==> src/rtl/ob_pkg.sv <==
// Shared order-book types for the resting-order table.
// Price order helper is IS_BID-aware.
package ob_pkg;

  localparam int UID_W   = 8;
  localparam int PRICE_W = 16;
  localparam int QTY_W   = 16;

  typedef logic [UID_W-1:0]   uid_t;
  typedef logic [PRICE_W-1:0] price_t;
  typedef logic [QTY_W-1:0]   quantity_t;

  typedef struct packed {
    uid_t      uid;
    price_t    price;
    quantity_t quantity;
  } table_t;

  // a is strictly better than b on this side
  function automatic logic price_better(
    input price_t a,
    input price_t b,
    input bit     is_bid
  );
    return is_bid ? (a > b) : (a < b);
  endfunction

endpackage

==> src/rtl/ob_mk_ptable_if.sv <==
// Command/status bundle between matching FSM and one book side.
// master = matching engine, slave = table.
interface ob_mk_ptable_if
  import ob_pkg::*;
#(
  parameter int N = 16
) ();

  localparam int CNT_W = $clog2(N + 1);
  localparam int ACC_W = QTY_W + $clog2(N);

  typedef logic [ACC_W-1:0] accum_quantity_t;

  logic            insert;
  table_t          insert_tbl;
  logic            head_pop;
  logic            head_amend;
  quantity_t       head_amend_qty;
  logic            cancel;
  uid_t            cancel_uid;

  logic            head_vld_r;
  table_t          head_r;
  logic            cancel_hit_r;
  logic            cancel_miss_r;
  table_t          cancel_tbl_r;
  logic            reject_r;
  logic            full_r;
  logic            empty_r;
  logic [CNT_W-1:0] count_r;
  accum_quantity_t quantity_r;

  modport master (
    output insert, insert_tbl,
    output head_pop, head_amend,
    output head_amend_qty,
    output cancel, cancel_uid,
    input  head_vld_r, head_r,
    input  cancel_hit_r, cancel_miss_r,
    input  cancel_tbl_r, reject_r,
    input  full_r, empty_r,
    input  count_r, quantity_r
  );

  modport slave (
    input  insert, insert_tbl,
    input  head_pop, head_amend,
    input  head_amend_qty,
    input  cancel, cancel_uid,
    output head_vld_r, head_r,
    output cancel_hit_r, cancel_miss_r,
    output cancel_tbl_r, reject_r,
    output full_r, empty_r,
    output count_r, quantity_r
  );

endinterface

==> src/rtl/ob_mk_ptable_pos.sv <==
// First-set-bit locator: one-hot position plus
// thermometer mask covering that slot and all above it.
module ob_mk_ptable_pos #(
  parameter int N = 16
) (
  input  logic [N-1:0] hit,
  output logic [N-1:0] onehot,
  output logic [N-1:0] therm,
  output logic         any
);

  logic seen;

  // scan from slot 0, latch once the first hit is seen
  always_comb begin
    seen   = 1'b0;
    onehot = '0;
    therm  = '0;
    for (int i = 0; i < N; i++) begin
      onehot[i] = hit[i] & ~seen;
      seen      = seen | hit[i];
      therm[i]  = seen;
    end
  end

  assign any = therm[N-1];

endmodule

==> src/rtl/ob_mk_ptable.sv <==
// Price-sorted resting-order table for one book side.
// Best at slot 0, FIFO among equal prices.
module ob_mk_ptable
  import ob_pkg::*;
#(
  parameter int N      = 16,
  parameter bit IS_BID = 1'b1
) (
  input logic           clk,
  input logic           rst_n,
  ob_mk_ptable_if.slave bus
);

  localparam int CNT_W = $clog2(N + 1);
  localparam int ACC_W = QTY_W + $clog2(N);

  typedef logic [CNT_W-1:0] cnt_t;
  typedef logic [ACC_W-1:0] accum_quantity_t;

  logic [N-1:0]    vld_q, vld_d;
  table_t          slot_q [N];
  table_t          slot_d [N];
  cnt_t            count_q, count_d;
  accum_quantity_t qty_q, qty_d;
  logic            full_q, full_d;
  logic            empty_q, empty_d;
  logic            rej_q, rej_d;
  logic            hit_q, hit_d;
  logic            miss_q, miss_d;
  table_t          ctbl_q, ctbl_d;

  logic pop_req, amd_req;
  logic cxl_req, ins_req;
  logic lost, amd_zero;
  logic do_pop, do_amd;
  logic do_cxl, do_ins;

  logic [N-1:0] ins_hit, cxl_hit;
  logic [N-1:0] i_oh, i_th;
  logic [N-1:0] c_oh, c_th;
  logic         i_any, c_any;

  logic [N-1:0] up_v, dn_v;
  table_t       up_s [N];
  table_t       dn_s [N];
  logic [N-1:0] up_m, dn_m;
  logic [N-1:0] ld_m, am_m;
  table_t       c_sel;

  accum_quantity_t qsum;

  // fixed priority: pop > amend > cancel > insert
  always_comb begin
    pop_req = bus.head_pop;
    amd_req = bus.head_amend
            & ~bus.head_pop;
    cxl_req = bus.cancel
            & ~bus.head_pop
            & ~bus.head_amend;
    ins_req = bus.insert
            & ~bus.head_pop
            & ~bus.head_amend
            & ~bus.cancel;
    lost    = (bus.insert & ~ins_req)
            | (bus.cancel & ~cxl_req)
            | (bus.head_amend & ~amd_req);
    amd_zero = bus.head_amend_qty == '0;
    do_pop  = (pop_req | (amd_req & amd_zero))
            & ~empty_q;
    do_amd  = amd_req & ~amd_zero & ~empty_q;
    do_cxl  = cxl_req & c_any;
    do_ins  = ins_req & i_any & ~full_q;
  end

  // insert hits the first invalid or worse slot
  always_comb begin
    for (int i = 0; i < N; i++) begin
      ins_hit[i] = ~vld_q[i]
                 | price_better(
                     bus.insert_tbl.price,
                     slot_q[i].price,
                     IS_BID);
      cxl_hit[i] = vld_q[i]
                 & (slot_q[i].uid == bus.cancel_uid);
    end
  end

  ob_mk_ptable_pos #(.N(N)) u_ins_pos (
    .hit    (ins_hit),
    .onehot (i_oh),
    .therm  (i_th),
    .any    (i_any)
  );

  ob_mk_ptable_pos #(.N(N)) u_cxl_pos (
    .hit    (cxl_hit),
    .onehot (c_oh),
    .therm  (c_th),
    .any    (c_any)
  );

  // neighbour taps for the shift network
  always_comb begin
    for (int i = 0; i < N - 1; i++) begin
      up_v[i] = vld_q[i+1];
      up_s[i] = slot_q[i+1];
    end
    up_v[N-1] = 1'b0;
    up_s[N-1] = slot_q[N-1];
    dn_v[0]   = 1'b1;
    dn_s[0]   = bus.insert_tbl;
    for (int i = 1; i < N; i++) begin
      dn_v[i] = vld_q[i-1];
      dn_s[i] = slot_q[i-1];
    end
  end

  // per-slot move selects
  always_comb begin
    up_m = {N{do_pop}} | ({N{do_cxl}} & c_th);
    dn_m = {N{do_ins}} & i_th & ~i_oh;
    ld_m = {N{do_ins}} & i_oh;
    am_m = '0;
    am_m[0] = do_amd;
  end

  // per-slot next state: hold/up/down/load/amend
  always_comb begin
    for (int i = 0; i < N; i++) begin
      vld_d[i]  = vld_q[i];
      slot_d[i] = slot_q[i];
      unique case (1'b1)
        up_m[i]: begin
          vld_d[i]  = up_v[i];
          slot_d[i] = up_s[i];
        end
        dn_m[i]: begin
          vld_d[i]  = dn_v[i];
          slot_d[i] = dn_s[i];
        end
        ld_m[i]: begin
          vld_d[i]  = 1'b1;
          slot_d[i] = bus.insert_tbl;
        end
        am_m[i]: begin
          slot_d[i].quantity = bus.head_amend_qty;
        end
        default: ;
      endcase
    end
  end

  // cancel victim
  always_comb begin
    c_sel = '0;
    for (int i = 0; i < N; i++)
      if (c_oh[i]) c_sel = slot_q[i];
  end

  // occupancy, quantity and status pulses
  always_comb begin
    count_d = count_q;
    qty_d   = qty_q;
    ctbl_d  = ctbl_q;
    unique case (1'b1)
      do_ins: begin
        count_d = count_q + cnt_t'(1);
        qty_d   = qty_q
                + ACC_W'(bus.insert_tbl.quantity);
      end
      do_pop: begin
        count_d = count_q - cnt_t'(1);
        qty_d   = qty_q
                - ACC_W'(slot_q[0].quantity);
      end
      do_cxl: begin
        count_d = count_q - cnt_t'(1);
        qty_d   = qty_q - ACC_W'(c_sel.quantity);
        ctbl_d  = c_sel;
      end
      do_amd: begin
        qty_d = qty_q
              + ACC_W'(bus.head_amend_qty)
              - ACC_W'(slot_q[0].quantity);
      end
      default: ;
    endcase
    full_d  = count_d == cnt_t'(N);
    empty_d = count_d == '0;
    rej_d   = lost
            | (pop_req & empty_q)
            | (amd_req & empty_q)
            | (ins_req & full_q);
    hit_d   = do_cxl;
    miss_d  = cxl_req & ~c_any;
  end

  // control state, async reset
  always_ff @(posedge clk or negedge rst_n) begin
    if (!rst_n) begin
      vld_q   <= '0;
      count_q <= '0;
      qty_q   <= '0;
      full_q  <= 1'b0;
      empty_q <= 1'b1;
      rej_q   <= 1'b0;
      hit_q   <= 1'b0;
      miss_q  <= 1'b0;
      ctbl_q  <= '0;
    end else begin
      vld_q   <= vld_d;
      count_q <= count_d;
      qty_q   <= qty_d;
      full_q  <= full_d;
      empty_q <= empty_d;
      rej_q   <= rej_d;
      hit_q   <= hit_d;
      miss_q  <= miss_d;
      ctbl_q  <= ctbl_d;
    end
  end

  // slot payload, qualified by vld_q
  always_ff @(posedge clk) begin
    slot_q <= slot_d;
  end

  assign bus.head_vld_r    = vld_q[0];
  assign bus.head_r        = vld_q[0]
                           ? slot_q[0] : '0;
  assign bus.cancel_hit_r  = hit_q;
  assign bus.cancel_miss_r = miss_q;
  assign bus.cancel_tbl_r  = ctbl_q;
  assign bus.reject_r      = rej_q;
  assign bus.full_r        = full_q;
  assign bus.empty_r       = empty_q;
  assign bus.count_r       = count_q;
  assign bus.quantity_r    = qty_q;

  // reference sum for the quantity invariant
  always_comb begin
    qsum = '0;
    for (int i = 0; i < N; i++)
      if (vld_q[i])
        qsum = qsum
             + ACC_W'(slot_q[i].quantity);
  end

  a_contig: assert property (
    @(posedge clk) disable iff (!rst_n)
    ((vld_q >> 1) & ~vld_q) == '0);

  a_qty: assert property (
    @(posedge clk) disable iff (!rst_n)
    qty_q == qsum);

  for (genvar g = 0; g < N - 1; g++) begin : g_ord
    a_ord: assert property (
      @(posedge clk) disable iff (!rst_n)
      vld_q[g+1] |-> !price_better(
        slot_q[g+1].price,
        slot_q[g].price,
        IS_BID));
  end

endmodule

==> src/flat_wrapper.sv <==
// flat-port wrapper written by rule: the top's interface ports become plain ports
module ob_mk_ptable_flat import ob_pkg::*;
#(
  parameter int N      = 16,
  parameter bit IS_BID = 1'b1
)
  (clk, rst_n, bus_insert, bus_insert_tbl, bus_head_pop, bus_head_amend, bus_head_amend_qty, bus_cancel, bus_cancel_uid, bus_head_vld_r, bus_head_r, bus_cancel_hit_r, bus_cancel_miss_r, bus_cancel_tbl_r, bus_reject_r, bus_full_r, bus_empty_r, bus_count_r, bus_quantity_r);
  ob_mk_ptable_if #(.N(N)) bus_i ();
  input logic clk;
  input logic rst_n;
  input wire logic [$bits(bus_i.insert)-1:0] bus_insert;
  input wire logic [$bits(bus_i.insert_tbl)-1:0] bus_insert_tbl;
  input wire logic [$bits(bus_i.head_pop)-1:0] bus_head_pop;
  input wire logic [$bits(bus_i.head_amend)-1:0] bus_head_amend;
  input wire logic [$bits(bus_i.head_amend_qty)-1:0] bus_head_amend_qty;
  input wire logic [$bits(bus_i.cancel)-1:0] bus_cancel;
  input wire logic [$bits(bus_i.cancel_uid)-1:0] bus_cancel_uid;
  output wire logic [$bits(bus_i.head_vld_r)-1:0] bus_head_vld_r;
  output wire logic [$bits(bus_i.head_r)-1:0] bus_head_r;
  output wire logic [$bits(bus_i.cancel_hit_r)-1:0] bus_cancel_hit_r;
  output wire logic [$bits(bus_i.cancel_miss_r)-1:0] bus_cancel_miss_r;
  output wire logic [$bits(bus_i.cancel_tbl_r)-1:0] bus_cancel_tbl_r;
  output wire logic [$bits(bus_i.reject_r)-1:0] bus_reject_r;
  output wire logic [$bits(bus_i.full_r)-1:0] bus_full_r;
  output wire logic [$bits(bus_i.empty_r)-1:0] bus_empty_r;
  output wire logic [$bits(bus_i.count_r)-1:0] bus_count_r;
  output wire logic [$bits(bus_i.quantity_r)-1:0] bus_quantity_r;
  assign bus_i.insert = bus_insert;
  assign bus_i.insert_tbl = bus_insert_tbl;
  assign bus_i.head_pop = bus_head_pop;
  assign bus_i.head_amend = bus_head_amend;
  assign bus_i.head_amend_qty = bus_head_amend_qty;
  assign bus_i.cancel = bus_cancel;
  assign bus_i.cancel_uid = bus_cancel_uid;
  assign bus_head_vld_r = bus_i.head_vld_r;
  assign bus_head_r = bus_i.head_r;
  assign bus_cancel_hit_r = bus_i.cancel_hit_r;
  assign bus_cancel_miss_r = bus_i.cancel_miss_r;
  assign bus_cancel_tbl_r = bus_i.cancel_tbl_r;
  assign bus_reject_r = bus_i.reject_r;
  assign bus_full_r = bus_i.full_r;
  assign bus_empty_r = bus_i.empty_r;
  assign bus_count_r = bus_i.count_r;
  assign bus_quantity_r = bus_i.quantity_r;
  ob_mk_ptable #(.N(N), .IS_BID(IS_BID)) u_core (.clk(clk), .rst_n(rst_n), .bus(bus_i));
endmodule
==> config.mk <==
export PLATFORM = sky130hd
export DESIGN_NAME = ob_mk_ptable_flat
export DESIGN_NICKNAME = d
export VERILOG_FILES = /design/src/rtl/ob_pkg.sv /design/src/rtl/ob_mk_ptable_if.sv /design/src/rtl/ob_mk_ptable_pos.sv /design/src/rtl/ob_mk_ptable.sv /design/src/flat_wrapper.sv
export SDC_FILE = /design/constraint.sdc
export NUM_CORES = 2
export LEC_CHECK = 0
export CAP_MARGIN = 20
export CORE_ASPECT_RATIO = 0.6
export CORE_MARGIN = 2
export CORE_UTILIZATION = 50
export CTS_CLUSTER_DIAMETER = 30
export DETAILED_ROUTE_END_ITERATION = 10
export MAX_ROUTING_LAYER = met4
export PLACE_DENSITY = 0.7
export SETUP_SLACK_MARGIN = 0.15
export SLEW_MARGIN = 0
export SYNTH_ARGS = -nofsm -noshare
export SYNTH_HDL_FRONTEND = slang
export SYNTH_SLANG_ARGS = --single-unit
export TNS_END_PERCENT = 20
==> constraint.sdc <==
create_clock -name clk -period 5.9 [get_ports clk]
set_input_delay 1.475 -clock clk [delete_from_list [all_inputs] [get_ports clk]]
set_output_delay 1.475 -clock clk [all_outputs]
set_load 0.005 [all_outputs]
==> impl_metrics.prom <==
# TYPE chip_impl_metric gauge
chip_impl_info{name="run_status",value="complete, but fails checks"} 1
chip_impl_info{name="failing_checks",value="DRC, setup timing"} 1
chip_impl_metric{name="syn_avg_cell_area",unit="sq um"} 8.94
chip_impl_info{name="worstHoldPathType",value="reg2reg"} 1
chip_impl_metric{name="antenna_found_initial",unit=""} 14
chip_impl_info{name="critPathLaunchType",value="input port"} 1
chip_impl_metric{name="route.detailed.wl_per_inst",unit="um"} 29.6
chip_impl_metric{name="fp_rows",unit=""} 89
chip_impl_metric{name="drc",unit=""} 14
chip_impl_metric{name="worst-path-max-fanout",unit=""} 7
chip_impl_metric{name="io_buffers",unit=""} 180
chip_impl_info{name="synth.area.top_cells",value="edfxtp_1 (39%), ha_1 (7.5%), a21oi_1 (5.4%), o22ai_1 (4.6%), nand2_1 (4.5%)"} 1
chip_impl_metric{name="r2r_cells",unit=""} 28
chip_impl_info{name="cts_tree",value="yes"} 1
chip_impl_metric{name="final.setup.worst_slack",unit="ps"} -254
chip_impl_info{name="timing.hold.worst.start",value="u_core.bus.cancel_tbl_r[7]"} 1
chip_impl_metric{name="start_util",unit="%"} 50.5
chip_impl_metric{name="max-vdd-ir-drop",unit="mV"} 0.315
chip_impl_metric{name="drtIter0Drc",unit=""} 8796
chip_impl_metric{name="via_per_inst",unit=""} 6.77
chip_impl_metric{name="timing.critical_path.buf_inv",unit=""} 7
chip_impl_metric{name="largest_net_degree_at_the_start_of_global_routing",unit=""} 127
chip_impl_info{name="rsz0062_at_grt",value="yes"} 1
chip_impl_metric{name="power_density",unit="mW/mm^2"} 399
chip_impl_metric{name="synth_cell_types",unit=""} 87
chip_impl_metric{name="syn-cell-area",unit="sq mm"} 0.0498
chip_impl_metric{name="number_of_instances_in_the_synthesized_netlist",unit=""} 5569
chip_impl_info{name="synth_top_flop_cell",value="edfxtp_1"} 1
chip_impl_info{name="rr_endpoint",value="u_core.bus.quantity_r[19]"} 1
chip_impl_metric{name="period_share",unit="%"} 104
chip_impl_metric{name="yosysTopAreaCellShare",unit="%"} 38.6
chip_impl_metric{name="whs",unit="ps"} 469
chip_impl_metric{name="area_growth_syn_to_layout",unit="%"} 33.3
chip_impl_metric{name="finish.utilization",unit="%"} 67.4
chip_impl_info{name="clockRootBuffer",value="clkbuf_16"} 1
chip_impl_info{name="timing.rr.start",value="u_core.dn_s[553]"} 1
chip_impl_metric{name="synth.net_count",unit=""} 5956
chip_impl_info{name="worst_path_dominant_cell_family",value="compound AO/OA/AOI/OAI gates"} 1
chip_impl_metric{name="yosysSeqAreaShare",unit="%"} 42.9
chip_impl_metric{name="timing.fmax",unit="GHz"} 0.162
chip_impl_info{name="crit_type",value="in2reg"} 1
chip_impl_metric{name="worst-endpoint-required",unit="ps"} 6550
chip_impl_info{name="critical-path-slowest-cell",value="a221o_1"} 1
chip_impl_metric{name="cts.htree.levels",unit=""} 4
chip_impl_metric{name="worst-slew-pin-transition",unit="ps"} 1030
chip_impl_metric{name="antenna_violating_nets_left",unit=""} 0
chip_impl_metric{name="slew-limit-headroom",unit="%"} 31.1
chip_impl_metric{name="hold-path-cell-count",unit=""} 1
chip_impl_metric{name="cp.arrival",unit="ps"} 6810
chip_impl_metric{name="die_area",unit="sq mm"} 0.102
chip_impl_metric{name="io-pin-count",unit=""} 181
chip_impl_metric{name="finalClockSkew",unit="ps"} 39.1
chip_impl_metric{name="tritoncts.num_buffers",unit=""} 145
chip_impl_metric{name="cell_leakage_power",unit="nW"} 27.2
chip_impl_info{name="netlist_top_cells_count",value="edfxtp_1 (640), nand2_1 (601), a21oi_1 (539), nor2_1 (537), clkbuf_1 (375)"} 1
chip_impl_info{name="crit_end_element",value="register"} 1
chip_impl_metric{name="maxSlewViolCount",unit=""} 0
chip_impl_metric{name="ys_async_sr_fraction",unit="%"} 11.8
chip_impl_metric{name="synthesis.yosys.warnings",unit=""} 0
chip_impl_metric{name="number_of_global_route_vias_before_repair",unit=""} 49900
chip_impl_metric{name="flop_and_latch_count_out_of_synthesis",unit=""} 726
chip_impl_metric{name="core_area",unit="sq mm"} 0.0986
chip_impl_metric{name="chipWidth",unit="um"} 411
chip_impl_metric{name="reg2reg_setup_slack",unit="ps"} 220
chip_impl_metric{name="wire_length_of_the_first_global_routing_pass",unit="mm"} 337
chip_impl_info{name="synthDominantAreaCellType",value="edfxtp_1"} 1
chip_impl_metric{name="aggregate_global_route_resource_usage",unit="%"} 45.3
chip_impl_metric{name="layout_min_cycle_time",unit="ps"} 6150
chip_impl_metric{name="wirelength",unit="mm"} 231
chip_impl_metric{name="clk_latency",unit="ps"} 790
chip_impl_metric{name="drive_above_1_share",unit="%"} 22.4
chip_impl_metric{name="cts_num_sinks",unit=""} 726
chip_impl_metric{name="detailed_place_hpwl",unit="mm"} 173
chip_impl_info{name="holdPathEnd",value="u_core.bus.cancel_tbl_r[7]"} 1
chip_impl_metric{name="max-cap-violations",unit=""} 0
chip_impl_info{name="synthMostInstantiatedCell",value="edfxtp_1"} 1
chip_impl_metric{name="vias",unit=""} 52700
chip_impl_metric{name="clockBufferDepth",unit=""} 3
chip_impl_metric{name="layout.nets",unit=""} 6734
chip_impl_metric{name="grt_overflow",unit=""} 0
chip_impl_metric{name="dr.pass1.iters",unit=""} 11
chip_impl_metric{name="die_y",unit="um"} 248
chip_impl_metric{name="number_of_enable_flip_flop_cells_after_synthesis",unit=""} 640
chip_impl_metric{name="critical_path.max_stage_delay",unit="ps"} 410
chip_impl_metric{name="finalWeightedCongestion",unit=""} 1.05
chip_impl_metric{name="setup_violations",unit=""} 10
chip_impl_metric{name="path_clk_slew",unit="ps"} 50
chip_impl_metric{name="finalHoldViolCount",unit=""} 0
==> final cells by class <==
| type | instances | area, sq um |
|---|---|---|
| Antenna cell | 8 | 20.0 |
| Inverter | 354 | 1330 |
| Fill cell | 7801 | 32200 |
| Sequential cell | 726 | 21400 |
| Multi-Input combinational cell | 4069 | 27400 |
| Tap cell | 1319 | 1650 |
| Clock inverter | 84 | 996 |
| Clock buffer | 181 | 3960 |
| Timing Repair Buffer | 1051 | 9680 |
==> worst reg2reg max path, delay by kind of cell, from the launching register on <==
kind / cells / cell delay (ps)
compound gates: 14 / 2550
simple gates: 7 / 1330
buf+inv: 3 / 520
xor+xnor: 3 / 480
flops: 1 / 460
fa+ha+maj: 1 / 250
==> state kept, by name, summed over array words and instances, names as in the netlist <==
register	flops
u_core.bus.quantity_r	20
u_core.dn_s	600
u_core.bus.reject_r	1
u_core.bus.cancel_hit_r	1
u_core.slot_q	40
u_core.bus.full_r	1
u_core.vld_q	16
u_core.bus.cancel_miss_r	1
u_core.bus.empty_r	1
u_core.bus.count_r	5
u_core.bus.cancel_tbl_r	40
==> routing by layer <==
layer / vias up / wire length [um] / track usage [%]
met5: - / 0 / -
met4: 0 / 10100 / 17.8
met3: 657 / 34000 / 12.8
met2: 4268 / 93000 / 60.2
met1: 25400 / 93900 / 64.4
li1: 22400 / - / -
==> where the power goes <==
group          internal (mW)  total, mW  switching [mW]
clock                   5.47       8.51            3.03
combinational           4.30       9.45            5.15
sequential              7.13       8.55            1.41
total                   16.9       26.5            9.60
==> stage by stage <==
| step | TNS, ps | worst slack [ps] | power [mW] | cells | area, sq um |
|---|---|---|---|---|---|
| finish | -1360 | -254 | 26.5 | 7792 | 66400 |
| global route | -3260 | -415 | 27.5 | 7790 | 66400 |
| CTS | -998 | -253 | 25.9 | 7758 | 65600 |
| detailed placement | -518980 | -1990 | 17.1 | 7441 | 59200 |
| global placement | -483170 | -2020 | 16.9 | 7441 | 59200 |
| floorplan | -21520 | -416 | 12.9 | 5569 | 50100 |
==> how the worst max path moves through the flow <==
stage	startpoint	to	slack [ps]	cells after the start
floorplan	bus_cancel_uid[3]	u_core.bus.quantity_r[18]	-420	30
global placement	bus_cancel_uid[0]	u_core.bus.quantity_r[19]	-2020	29
detailed placement	bus_cancel_uid[0]	u_core.bus.quantity_r[19]	-1990	29
CTS	bus_cancel_uid[5]	u_core.bus.quantity_r[19]	-250	32
global route	bus_cancel_uid[4]	u_core.bus.quantity_r[14]	-410	33
finish	bus_cancel_uid[5]	u_core.bus.quantity_r[19]	-250	31
==> what timing repair did <==
action / 4_1_cts / 5_1_grt
hold buffers: 0 / 0
gates resized for setup: 252 / 109
endpoints found under the setup margin: 39 / 320
buffers inserted: 51 / 26
cloned: 1 / 0
pin swaps: 99 / 62
==> logic make-up after synthesis <==
group,share of synthesized area (%)
AO/OA/AOI/OAI,23.0
XOR/XNOR,3.08
adder cells (fa/ha/maj),8.24
buffers and inverters,5.95
flip-flops,42.9
multiplexers,1.03
AND/OR/NAND/NOR,15.8
==> placed cells by master, fill, tap and decap left out, types with 18 or more instances in the layout <==
master | synthesis | final
ha_1 | 299 | 296
nand3_1 | 158 | 143
or3_1 | 80 | 63
a21oi_1 | 539 | 524
nand2_1 | 601 | 583
clkinv_2 | 0 | 18
o21ai_0 | 178 | 155
o221ai_1 | 37 | 34
o211ai_1 | 30 | 30
buf_4 | 8 | 733
nor3_1 | 101 | 71
and2_1 | 50 | 46
o22ai_1 | 366 | 365
xor2_1 | 24 | 24
mux2_2 | 38 | 38
xnor2_2 | 0 | 39
inv_1 | 351 | 350
dfrtp_1 | 85 | 85
a21o_1 | 48 | 48
clkdlybuf4s50_1 | 0 | 166
nand4_1 | 53 | 53
edfxtp_1 | 640 | 640
nor2_1 | 537 | 520
nor2b_1 | 52 | 43
buf_12 | 0 | 96
clkbuf_16 | 0 | 150
xnor2_1 | 151 | 108
o22a_1 | 19 | 18
a31oi_1 | 66 | 59
a221oi_1 | 72 | 58
a221o_1 | 45 | 45
a211oi_1 | 35 | 26
buf_6 | 0 | 42
a22oi_1 | 222 | 217
clkbuf_1 | 375 | 22
(Power assumes the default switching activity.)
